===== config.mk =====
export PLATFORM = sky130hd
export DESIGN_NAME = tdm_mux_8to1
export DESIGN_NICKNAME = d
export VERILOG_FILES = /design/src/rtl/tdm_pkg.sv /design/src/rtl/rr_arbiter8.sv /design/src/rtl/tdm_mux_8to1.sv
export SDC_FILE = /design/constraint.sdc
export NUM_CORES = 1
export LEC_CHECK = 0
export ABC_CLOCK_PERIOD_IN_PS = 6100
export CAP_MARGIN = 20
export CORE_UTILIZATION = 44
export DETAILED_ROUTE_END_ITERATION = 10
export PLACE_DENSITY = 0.9
export SLEW_MARGIN = 10
export SYNTH_ARGS = -nofsm -noshare
export SYNTH_HDL_FRONTEND = slang
export SYNTH_HIERARCHICAL = 1
export SYNTH_SLANG_ARGS = --single-unit

===== constraint.sdc =====
create_clock -name clk -period 6.1 [get_ports clk]
set_input_delay 1.83 -clock clk [delete_from_list [all_inputs] [get_ports clk]]
set_output_delay 1.83 -clock clk [all_outputs]
set_load 0.02 [all_outputs]

===== src/rtl/tdm_pkg.sv =====
// Shared TDM definitions for the 8:1 transmit mux and the 1:8 receive demux.
// Combinational only; no latency.
// No flow control of its own; the types carry channel indices and masks.
package tdm_pkg;

  localparam int NUM_CH = 8;
  localparam int SEL_W  = 3;

  typedef logic [SEL_W-1:0]  ch_idx_t;
  typedef logic [NUM_CH-1:0] ch_mask_t;

  // Next channel index after idx. The 3-bit add wraps 7 back to 0.
  function automatic ch_idx_t ch_next(input ch_idx_t idx);
    return idx + ch_idx_t'(1);
  endfunction

endpackage


===== src/rtl/rr_arbiter8.sv =====
// Round-robin 8-way arbiter: picks the first request at or after ptr (mod 8).
// Latency: purely combinational, zero cycles.
// Backpressure: none; the caller decides whether the grant is used.
//
// Ports:
//   req     - request vector, one bit per channel
//   ptr     - highest-priority channel this cycle
//   gnt     - one-hot grant, all zero when req is zero
//   gnt_idx - index of the granted channel (equals ptr when nothing is granted)
module rr_arbiter8
  import tdm_pkg::*;
(
  input  ch_mask_t req,
  input  ch_idx_t  ptr,
  output ch_mask_t gnt,
  output ch_idx_t  gnt_idx
);

  logic    found;
  ch_idx_t idx;

  // Walk the channels starting at ptr; the 3-bit index wraps on its own, so
  // the search order is ptr, ptr+1, ..., 7, 0, ..., ptr-1.
  always_comb begin
    gnt     = '0;
    gnt_idx = ptr;
    found   = 1'b0;
    idx     = ptr;
    for (int k = 0; k < NUM_CH; k++) begin
      idx = ptr + ch_idx_t'(k);
      if (!found && req[idx]) begin
        found     = 1'b1;
        gnt_idx   = idx;
        gnt[idx]  = 1'b1;
      end
    end
  end

endmodule


===== src/rtl/tdm_mux_8to1.sv =====
// Eight-channel TDM mux: round-robin merges masked valid/ready inputs onto one tagged output.
// Latency: one cycle from input acceptance to dout/sel/dout_valid.
// Backpressure: output register reloads only when empty or being drained; otherwise din_ready is all zero.
//
// Ports:
//   clk, rst    - rising-edge clock, synchronous active-high reset
//   din         - eight channel words, channel i at [i*DATA_W +: DATA_W]
//   din_valid   - per-channel word present
//   din_ready   - one-hot (or zero) consume strobe for the granted channel
//   chan_en     - per-channel arbitration enable
//   dout, sel   - registered output word and its source channel index
//   dout_valid  - dout/sel hold a word
//   dout_ready  - downstream accepts the word this cycle
module tdm_mux_8to1
  import tdm_pkg::*;
#(
  parameter int DATA_W = 8
) (
  input  logic                     clk,
  input  logic                     rst,
  input  logic [NUM_CH*DATA_W-1:0] din,
  input  logic [NUM_CH-1:0]        din_valid,
  output logic [NUM_CH-1:0]        din_ready,
  input  logic [NUM_CH-1:0]        chan_en,
  output logic [DATA_W-1:0]        dout,
  output logic [SEL_W-1:0]         sel,
  output logic                     dout_valid,
  input  logic                     dout_ready
);

  ch_mask_t req;
  logic     load;
  ch_mask_t gnt;
  ch_idx_t  gnt_idx;

  logic [DATA_W-1:0] dout_q, dout_d;
  ch_idx_t           sel_q, sel_d;
  logic              dout_valid_q, dout_valid_d;
  ch_idx_t           ptr_q, ptr_d;

  // Masked channels drop out of arbitration in the same cycle the mask clears.
  assign req  = din_valid & chan_en;
  // The output register can take a new word when empty or when its current
  // word leaves this cycle, which gives back-to-back words with no bubble.
  assign load = !dout_valid_q || dout_ready;

  rr_arbiter8 u_arb (
    .req     (req),
    .ptr     (ptr_q),
    .gnt     (gnt),
    .gnt_idx (gnt_idx)
  );

  always_comb begin
    din_ready    = '0;
    dout_d       = dout_q;
    sel_d        = sel_q;
    dout_valid_d = dout_valid_q;
    ptr_d        = ptr_q;
    // Nothing is consumed during reset, so the strobe is gated by rst too.
    if (!rst && load) begin
      if (|req) begin
        din_ready    = gnt;
        dout_d       = din[int'(gnt_idx)*DATA_W +: DATA_W];
        sel_d        = gnt_idx;
        dout_valid_d = 1'b1;
        // Moving the pointer past the winner is what makes service fair; a
        // lone requester is still found because the search wraps to it.
        ptr_d        = ch_next(gnt_idx);
      end else begin
        dout_valid_d = 1'b0;
      end
    end
  end

  always_ff @(posedge clk) begin
    if (rst) begin
      dout_q       <= '0;
      sel_q        <= '0;
      dout_valid_q <= 1'b0;
      ptr_q        <= '0;
    end else begin
      dout_q       <= dout_d;
      sel_q        <= sel_d;
      dout_valid_q <= dout_valid_d;
      ptr_q        <= ptr_d;
    end
  end

  assign dout       = dout_q;
  assign sel        = sel_q;
  assign dout_valid = dout_valid_q;

endmodule


==> results of run 1 <==
==> through the flow <==
step	setup slack, ns	TNS [ns]
after floorplan	0.293	0
after global placement	-0.764	-6.01
after detailed placement	-0.858	-6.60
after CTS	0.000241	0
after global routing	-0.265	-2.45
final	-0.167	-1.03
==> power by group through the flow <==
stage	Clock (mW)	Combinational (mW)	Sequential, mW
finish	0.0854	2.04	0.163
global route	0.0896	2.13	0.162
CTS	0.0796	1.73	0.157
detailed placement	0	1.54	0.158
global placement	0	1.48	0.153
floorplan	0	1.08	0.193
==> logic make-up (layout without fill, tap and decap cells) <==
family	count (synthesis)	after routing
flip-flops	15	15
AND/OR/NAND/NOR	78	78
adder cells (fa/ha/maj)	7	7
AO/OA/AOI/OAI	61	62
XOR/XNOR	5	5
multiplexers	56	56
buffers and inverters	27	191
==> worst max-delay path: cells and delay by family <==
kind	cells	cell delay [ns]
buffers and inverters	4	0.55
multiplexers	3	0.88
AO/OA/AOI/OAI	2	0.48
AND/OR/NAND/NOR	4	0.69
==> synth_stat cells, drive strengths merged, types with 4 or more instances <==
master | count | area [µm²]
a22oi | 5 | 51.3
mux2 | 9 | 101
o22ai | 4 | 25.0
mux4 | 28 | 661
o21ai | 13 | 65.1
a21oi | 6 | 30.0
nand2 | 30 | 115
clkbuf | 5 | 18.8
ha | 7 | 87.6
mux2i | 19 | 215
nor2 | 11 | 48.8
and3 | 11 | 68.8
dfxtp | 15 | 300
nand3 | 4 | 25.0
o211ai | 12 | 90.1
a222oi | 4 | 40.0
buf | 13 | 106
inv | 9 | 33.8
xnor2 | 4 | 35.0
and2 | 8 | 50.1
nor3 | 7 | 45.0
==> timing repair <==
item | CTS | global route
cloned | 1 | 2
pin swaps | 27 | 26
resized for setup | 125 | 51
buffers inserted | 23 | 10
setup endpoints to repair | 8 | 18
==> metal layers <==
layer | global-route usage (%) | part of all wire (%) | wire length, µm | up-vias
met5 | 0 | 0 | 0 | -
met4 | 21.9 | 7.5 | 889 | 0
met3 | 7.43 | 10 | 1200 | 105
met2 | 66.0 | 50 | 5900 | 324
met1 | 33.4 | 33 | 3910 | 1586
li1 | - | - | - | 1323
==> flip-flops by register name, summed over array words and instances (netlist names) <==
register	flops
dout_valid	1
sel	3
ptr_q	3
dout	8
==> final timing paths <==
path	from	end	slack, ns	depth (start not counted)
max	chan_en[6]	din_ready[7]	-0.17	13
min	sel[1]	sel[1]	0.52	1
max reg2reg	ptr_q[0]	dout[2]	0.47	28
min reg2reg	sel[1]	sel[1]	0.52	1
==> layout make-up <==
cell class | count | area [µm²]
multi-input cells | 208 | 2200
well taps | 70 | 87.6
repair buffers | 178 | 1590
inverters | 9 | 33.8
clock inverters | 1 | 5.00
clock buffers | 3 | 41.3
fillers | 258 | 945
flip-flops and latches | 15 | 300
==> impl_metrics.env, run 1 <==
export IMPL_grt_pass1_vias=3335
export IMPL_period_needed_ns=6.27
export IMPL_worstMarginPinSlew_ns=0.762
export IMPL_cts_max_level=1
export IMPL_grt_max_degree=19
export IMPL_ctsLongestPathBuffers=2
export IMPL_overflow=0
export IMPL_cpMaxStageDelayCell="mux4_2"
export IMPL_rsz0062_at_grt="yes"
export IMPL_cp_end_kind="primary output"
export IMPL_maxSlewHeadroom_pct=49.0
export IMPL_hold_ws_ns=0.517
export IMPL_core_area_um2=5200
export IMPL_hp_class="flop to flop"
export IMPL_status="finished with violations"
export IMPL_worst_ep_required_time_ns=4.27
export IMPL_dp_hpwl_um=6910
export IMPL_drt_pass1_iter_count=9
export IMPL_muxShareOfSynthArea_pct=40.2
export IMPL_crit_chain="buf_2 > and2_4 > buf_6 > mux4_2 > mux2i_4 > nand4_1 > buf_4 > o311ai_4 > nand2_2 > o22ai_2 > mux2_4 > and3_4 > buf_6"
export IMPL_synth_top_family_by_area="multiplexers"
export IMPL_clock_latency_ns=0.26
export IMPL_crit_path_start_kind="input port"
export IMPL_synth_ff_type="dfxtp_1"
export IMPL_diodes=0
export IMPL_dieArea_um2=5820
export IMPL_routed_wl_um=11900
export IMPL_ir_worst_vdd_mv=0.465
export IMPL_cts_buffers=3
export IMPL_drt_iter0_markers=495
export IMPL_drive_gt1_share_pct=44.4
export IMPL_synthXorXnorAreaFrac_pct=1.80
export IMPL_syn_inst=249
export IMPL_grt_total_usage_pct=34.6
export IMPL_cts_tree="yes"
export IMPL_cts_root_buf="clkbuf_8"
export IMPL_synth_compound_area_share_pct=18.4
export IMPL_fin_crit_sh_pct=103
export IMPL_via_per_inst=6.90
export IMPL_syn_avg_cell_area_um2=9.76
export IMPL_failed_checks="setup timing"
export IMPL_maxCapViolCount=0
export IMPL_seq_power_share_pct=7.1
export IMPL_post_route_util_pct=81.9
export IMPL_pwr_share_clk_pct=3.7
export IMPL_drv_slew=0
export IMPL_fin_skew_ns=0.00771
export IMPL_antenna_found_initial=0
export IMPL_crit_top_cell="buf_6"
export IMPL_synthesis_area_um2=2430
export IMPL_synth_adder_area_share_pct=3.60
export IMPL_drc=0
export IMPL_yosysUniqueCellTypes=51
export IMPL_clk_pin_slew_ns=0.06
export IMPL_dpl_cell_area_um2=3740
export IMPL_layout_commonest_cell="clkdlybuf4s50_1"
export IMPL_synth_ff_latch_count=15
export IMPL_place_congestion=0.971
export IMPL_power_frac_comb_pct=89.2
export IMPL_syn_nets=339
export IMPL_p_leak_nw=1.74
export IMPL_cp_max_fo=5
export IMPL_p_int_mw=1.20
export IMPL_switching_share_pct=47.6
export IMPL_fin_cells=484
export IMPL_die_h_um=76.3
export IMPL_async_reset_ff_share_pct=0
export IMPL_critPathKind="input port to primary output"
export IMPL_finalInstanceArea_um2=4260
export IMPL_ctsHoldBuffers=0
export IMPL_dp_cells=445
export IMPL_nets=505
export IMPL_postRouteAntennaNets=0
export IMPL_synth_simple_area_share_pct=17.0
export IMPL_grt_first_pass_wirelength_um=15800
export IMPL_fp_row_count=26
export IMPL_crit_arrival_ns=4.44
export IMPL_switchingPower_mw=1.09
export IMPL_syn2layout_area_growth_pct=75.3
export IMPL_initial_core_util_pct=46.7
export IMPL_synth_edf_count=0
export IMPL_vias=3338
export IMPL_yosys_warnings=6
export IMPL_io_buffers=102
export IMPL_power_density_nw_per_um2=538
export IMPL_setup_violations=13
export IMPL_total_power_mw=2.29
export IMPL_cts_sinks=15
export IMPL_critical_path_max_stage_delay_ns=0.49
export IMPL_layout_common_cells="clkdlybuf4s50_1 (78), buf_4 (68), nand2_1 (26)"
export IMPL_ys_seq_area_share_pct=12.4
export IMPL_hold_viol=0
export IMPL_wl_per_cell_um=24.6
export IMPL_timing_final_ws_setup_ns=-0.167
export IMPL_fmax_mhz=160
export IMPL_die_x_um=76.3
export IMPL_ioPinCount=103
No activity file was read; power rests on OpenSTA's default activity.
==> inputs of run 2 (changes only) <==
--- a/config.mk
+++ b/config.mk
@@ -5,12 +5,11 @@
 export SDC_FILE = /design/constraint.sdc
 export NUM_CORES = 1
 export LEC_CHECK = 0
-export ABC_CLOCK_PERIOD_IN_PS = 6100
 export CAP_MARGIN = 20
 export CORE_UTILIZATION = 44
 export DETAILED_ROUTE_END_ITERATION = 10
 export PLACE_DENSITY = 0.9
-export SLEW_MARGIN = 10
+export SLEW_MARGIN = 30
 export SYNTH_ARGS = -nofsm -noshare
 export SYNTH_HDL_FRONTEND = slang
 export SYNTH_HIERARCHICAL = 1
==> results of run 2 <==
The final DEF is identical to that of run 1; final timing and power are the same.
==> variant 1, RTL diff (settings of run 1) <==
`NUM_CH`: 8 -> 9.
--- a/src/rtl/tdm_pkg.sv
+++ b/src/rtl/tdm_pkg.sv
@@ -3,7 +3,7 @@
 // No flow control of its own; the types carry channel indices and masks.
 package tdm_pkg;
 
-  localparam int NUM_CH = 8;
+  localparam int NUM_CH = 9;
   localparam int SEL_W  = 3;
 
   typedef logic [SEL_W-1:0]  ch_idx_t;
Ports: changed (resized chan_en, din, din_ready and din_valid); port bits go from 103 to 114. No check against the original RTL was run, so the function may have changed too.
==> variant 1 against run 1 <==
  * The run still ends with negative setup slack left
  * Global-route usage shrank 3.3 points
  * Sequential cell count is the same
  * Count of clock-buffer cells in the layout did not move
  * Routed wire length shrank 21%
  * Final area down 0.47%
  * Synthesized area rose by 1.8%
  * Utilization decreased by 1.4 points
  * Clock skew decreased by 0.0010 ns
  * Sequential power about the same
  * Register-to-register slack better by 1.3 ns
  * Power up 23%
  * Via count is 8.6% lower
  * Setup slack improved by 0.12 ns
  * Cell count increased by 1.7%
==> variant 1: results (changes against run 1) <==
grt_pass1_wl_um: 14770  # -6.7%
yosys-top-cells-count: "mux2i_1 (34), mux4_2 (26), nand2_1 (19)"
drt-initial-drc-count: 260  # -47%
ir_drop_v: 0.0004446  # -4.4%
final_nets: 523  # +3.6%
drt-total-wl_um: 9394  # -21%
antenna_found_initial: 0  # unchanged
placed_area_mm2: 0.003877  # +3.6%
drt_first_pass_iters: 5  # -4
setup_ws_ns: -0.04639  # +0.1205 ns
reg2reg_to: "dout[2]$_SDFFE_PP0P_"
grt_use_total_pct: 31.37  # -3.3 points
hp-start: "dout[7]$_SDFFE_PP0P_"
violations: "negative setup slack"
hold_path_end: "dout[7]$_SDFFE_PP0P_"
seq_area_frac_synth_pct: 12.15  # -0.21 points
grt_pass1_vias: 3111  # -6.7%
drive_above_1_share_pct: 41.47  # -3.0 points
setup_viol: 8  # -5
worstMarginPinSlew_ns: 1.128  # +0.3659 ns
ys_dominant_reg_cell: "dfxtp_1"
grt_max_degree: 22  # +3
dpl.hpwl_um: 6513  # -5.8%
critPathArrivalTime_ns: 4.32  # -0.12 ns
syn_nets: 365  # +7.7%
synthTopCellsByArea: "mux4_2 (24%), mux2i_1 (14%), dfxtp_1 (12%)"
vias_per_cell: 6.199  # -10%
hold-path-cell-count: 2  # +1
cts_resized: 129  # +3.2%
reg2reg_setup_slack_ns: 1.80  # +1.33 ns
whs_ns: 0.4842  # -0.03311 ns
critPathCapture: "din_ready[2]"
power_leakage_uw: 0.001776  # +1.9%
ff2ff_path_depth: 12  # -57%
fin_worst_skew_ns: 0.006706  # -0.001008 ns
io_buffers: 104  # +2.0%
status: "finished, violations left"
crit_start: "chan_en[1]"
crit-reg2reg-launch: "ptr_q[0]$_SDFFE_PP0P_"
clk_latency_ns: 0.25
gp_congestion: 0.9588  # -1.2%
postCtsSetupBuffers: 16  # -30%
fillers: 292  # +13%
cp_max_fo: 6  # +1
largest_reg_flops: 8  # unchanged
synth_cell_types: 52  # +2.0%
-- variant 1: cell types whose count changed after synthesis, sizes merged, moves of 7 or more --
cell,run 1,this run
nor2,11,18
o211ai,12,2
nand2,30,19
nand2b,2,14
and3,11,0
inv,9,17
mux2i,19,34
-- variant 1: layout make-up --
type | count | area share (%)
clock buffers | 3 | 0.9737
inverters | 19 | 1.682
repair buffers | 172 | 36.06
multi-input cells | 212 | 52.02
flip-flops and latches | 15 | 7.082
well taps | 70 | 2.066
clock inverters | 1 | 0.1180
-- variant 1: where the power goes --
part	internal [uW]	total, uW	switching [uW]
sequential	143	163	19.9
clock	45.2	81.4	36.1
combinational	1300	2570	1280
-- variant 1: critical path, stage by stage --
cell,delay [ns]
buf_6,0.09
and2_4,0.16
buf_4,0.14
mux4_2,0.52
or2_4,0.28
o32a_4,0.24
buf_8,0.16
nor4_4,0.28
o22ai_2,0.13
mux2i_1,0.15
inv_1,0.05
nor2_1,0.12
buf_4,0.16
-- variant 1: stage by stage --
step	worst slack, ns	TNS [ns]	instances
after CTS	0.0003664	0	490
after global routing	-0.1570	-0.9873	492
after floorplan	0.1113	0	265
final	-0.04639	-0.1868	492
after detailed placement	-0.9548	-7.184	469
after global placement	-0.8493	-6.486	469
-- variant 1: kinds of logic after synthesis --
kind of cell,count (synthesis),synth area share (%)
simple gates,84,19.18
mux,69,41.70
compound gates,46,13.77
buf+inv,38,7.439
flops,15,12.15
fa+ha+maj,7,3.542
xor+xnor,5,2.075
other cells,1,0.1517
-- variant 1: routing by layer --
layer / global-route usage [%] / vias to the layer above / part of all wire, %
met4: 17.12 / 0 / 5.7
met5: 0 / - / 0
met3: 4.881 / 58 / 7.9
li1: - / 1318 / -
met1: 33.41 / 1432 / 34
met2: 58.48 / 242 / 52
==> variant 2, RTL diff (settings of run 1) <==
Made on the original files. `dout_q` no longer has a reset.
--- a/src/rtl/tdm_mux_8to1.sv
+++ b/src/rtl/tdm_mux_8to1.sv
@@ -75,16 +75,18 @@
 
   always_ff @(posedge clk) begin
     if (rst) begin
-      dout_q       <= '0;
       sel_q        <= '0;
       dout_valid_q <= 1'b0;
       ptr_q        <= '0;
     end else begin
-      dout_q       <= dout_d;
       sel_q        <= sel_d;
       dout_valid_q <= dout_valid_d;
       ptr_q        <= ptr_d;
     end
+  end
+
+  always_ff @(posedge clk) begin
+    dout_q <= dout_d;
   end
 
   assign dout       = dout_q;
Check against the original RTL: differs if rst is asserted again (counterexample within 4 cycles, from zero or initial values and one cycle with rst high); with rst held inactive, the same outputs for 10 cycles.
==> variant 2 against run 1 <==
  * Largest power group unchanged
  * Via count fell by 11%
  * Largest cell class unchanged
  * Final area is 2.2% lower
  * Sequential cell count stayed put
  * Critical endpoint is now din_ready[2]
  * Synthesized area is 0.36% lower
  * Hold slack gained 0.044 ns
  * Utilization fell by 1.8 points
  * The run still ends with negative setup slack left
  * Power increased by 4.0%
  * Routed wire length fell by 10%
  * Clock skew is 0.014 ns higher
  * Setup slack gained 0.16 ns
  * Highest routed layer unchanged
==> variant 2: results (changes against run 1) <==
ff_latch_area_um2: 380.4  # +27%
grt_pass1_wl_um: 13740  # -13%
critPathArrivalTime_ns: 4.28  # -0.16 ns
ff2ff_path_depth: 14  # -50%
seq_area_frac_synth_pct: 15.71  # +3.4 points
worstMarginPinSlew_ns: 0.8181  # +0.05611 ns
ir_drop_v: 0.0004872  # +4.7%
vias_per_cell: 6.590  # -4.4%
grt_pass1_vias: 2854  # -14%
synth_cell_types: 52  # +2.0%
grt_use_total_pct: 30.53  # -4.1 points
drt_first_pass_iters: 7  # -2
placed_area_mm2: 0.003732  # -0.23%
synth_top_area_share_pct: 18.45  # -0.088 points
syn_nets: 319  # -5.9%
fin_worst_skew_ns: 0.02196  # +0.01425 ns
reg2reg_to: "dout[4]$_DFFE_PP_"
setup_viol: 2  # -11
status: "finished, violations left"
dpl.hpwl_um: 6465  # -6.5%
reg2reg_setup_slack_ns: 1.20  # +0.73 ns
muxShareOfSynthArea_pct: 43.98  # +3.8 points
p_switching_uw: 1095  # +0.40%
ys_dominant_reg_cell: "edfxtp_1"
synthTopCellsByArea: "mux4_1 (18%), mux4_2 (10%), edfxtp_1 (9.9%)"
pg_clk_uw: 88.7  # +3.9%
gp_congestion: 0.9557  # -1.5%
place_ws_ns: -0.8714  # -0.01305 ns
synthXorXnorAreaFrac_pct: 1.809  # +0.0065 points
setup_ws_ns: -0.008557  # +0.1583 ns
violations: "negative setup slack"
synth-adder-area-share_pct: 3.618  # +0.013 points
finalSetupTns_ns: -0.01558  # +1.016 ns
drt-total-wl_um: 10690  # -10%
==> variant 2: changes by cell type in the layout (fill, tap and decap cells not counted), sizes merged, moves of 3 or more <==
cell,before,now
and3,11,0
buf,94,75
nand2,30,36
o211ai,12,1
mux2,9,20
edfxtp,0,8
dfxtp,15,7
mux2i,19,12
a22oi,6,1
o21ai,13,4
nor2,11,8
inv,9,19
==> variant 2: worst max-delay path by stage <==
stage	start	endpoint	slack, ns	cells after the start
CTS	chan_en[5]	din_ready[3]	0.0004	13
global placement	din_valid[5]	din_ready[0]	-0.75	11
finish	din_valid[1]	din_ready[2]	-0.009	15
detailed placement	din_valid[0]	din_ready[6]	-0.87	13
floorplan	din_valid[5]	din_ready[5]	0.33	10
global route	din_valid[1]	din_ready[2]	-0.03	14
==> variant 2: final cells by class <==
| type | count | area share [%] |
|---|---|---|
| Multi-Input combinational cell | 183 | 49.71 |
| Timing Repair Buffer | 160 | 35.84 |
| Sequential cell | 15 | 9.132 |
| Inverter | 19 | 2.133 |
| Tap cell | 70 | 2.103 |
| Clock buffer | 4 | 1.081 |
==> variant 2: metal layers <==
metal	GRT usage (%)	share of wire [%]
met2	59.55	52
met3	3.832	9.2
met4	16.35	6.5
met1	31.37	33
met5	0	0
==> variant 2: worst max-delay path, stage by stage <==
cell and delay, ns:
buf_6 0.10, nand2_4 0.07, inv_4 0.05, buf_6 0.11
mux4_2 0.53, mux2i_4 0.23, buf_6 0.14, buf_4 0.11
nand3_4 0.10, nor3_4 0.27, a21oi_2 0.13, o22ai_2 0.18
mux2_4 0.18, and2_4 0.13, buf_6 0.11
==> variant 2: what timing repair did <==
item | 4_1_cts | 5_1_grt
setup buffers | 15 | 5
hold buffers | 0 | 0
gates resized for setup | 118 | 68
endpoints found under the setup margin | 11 | 8
pin swaps | 23 | 22
gates cloned | 0 | 0
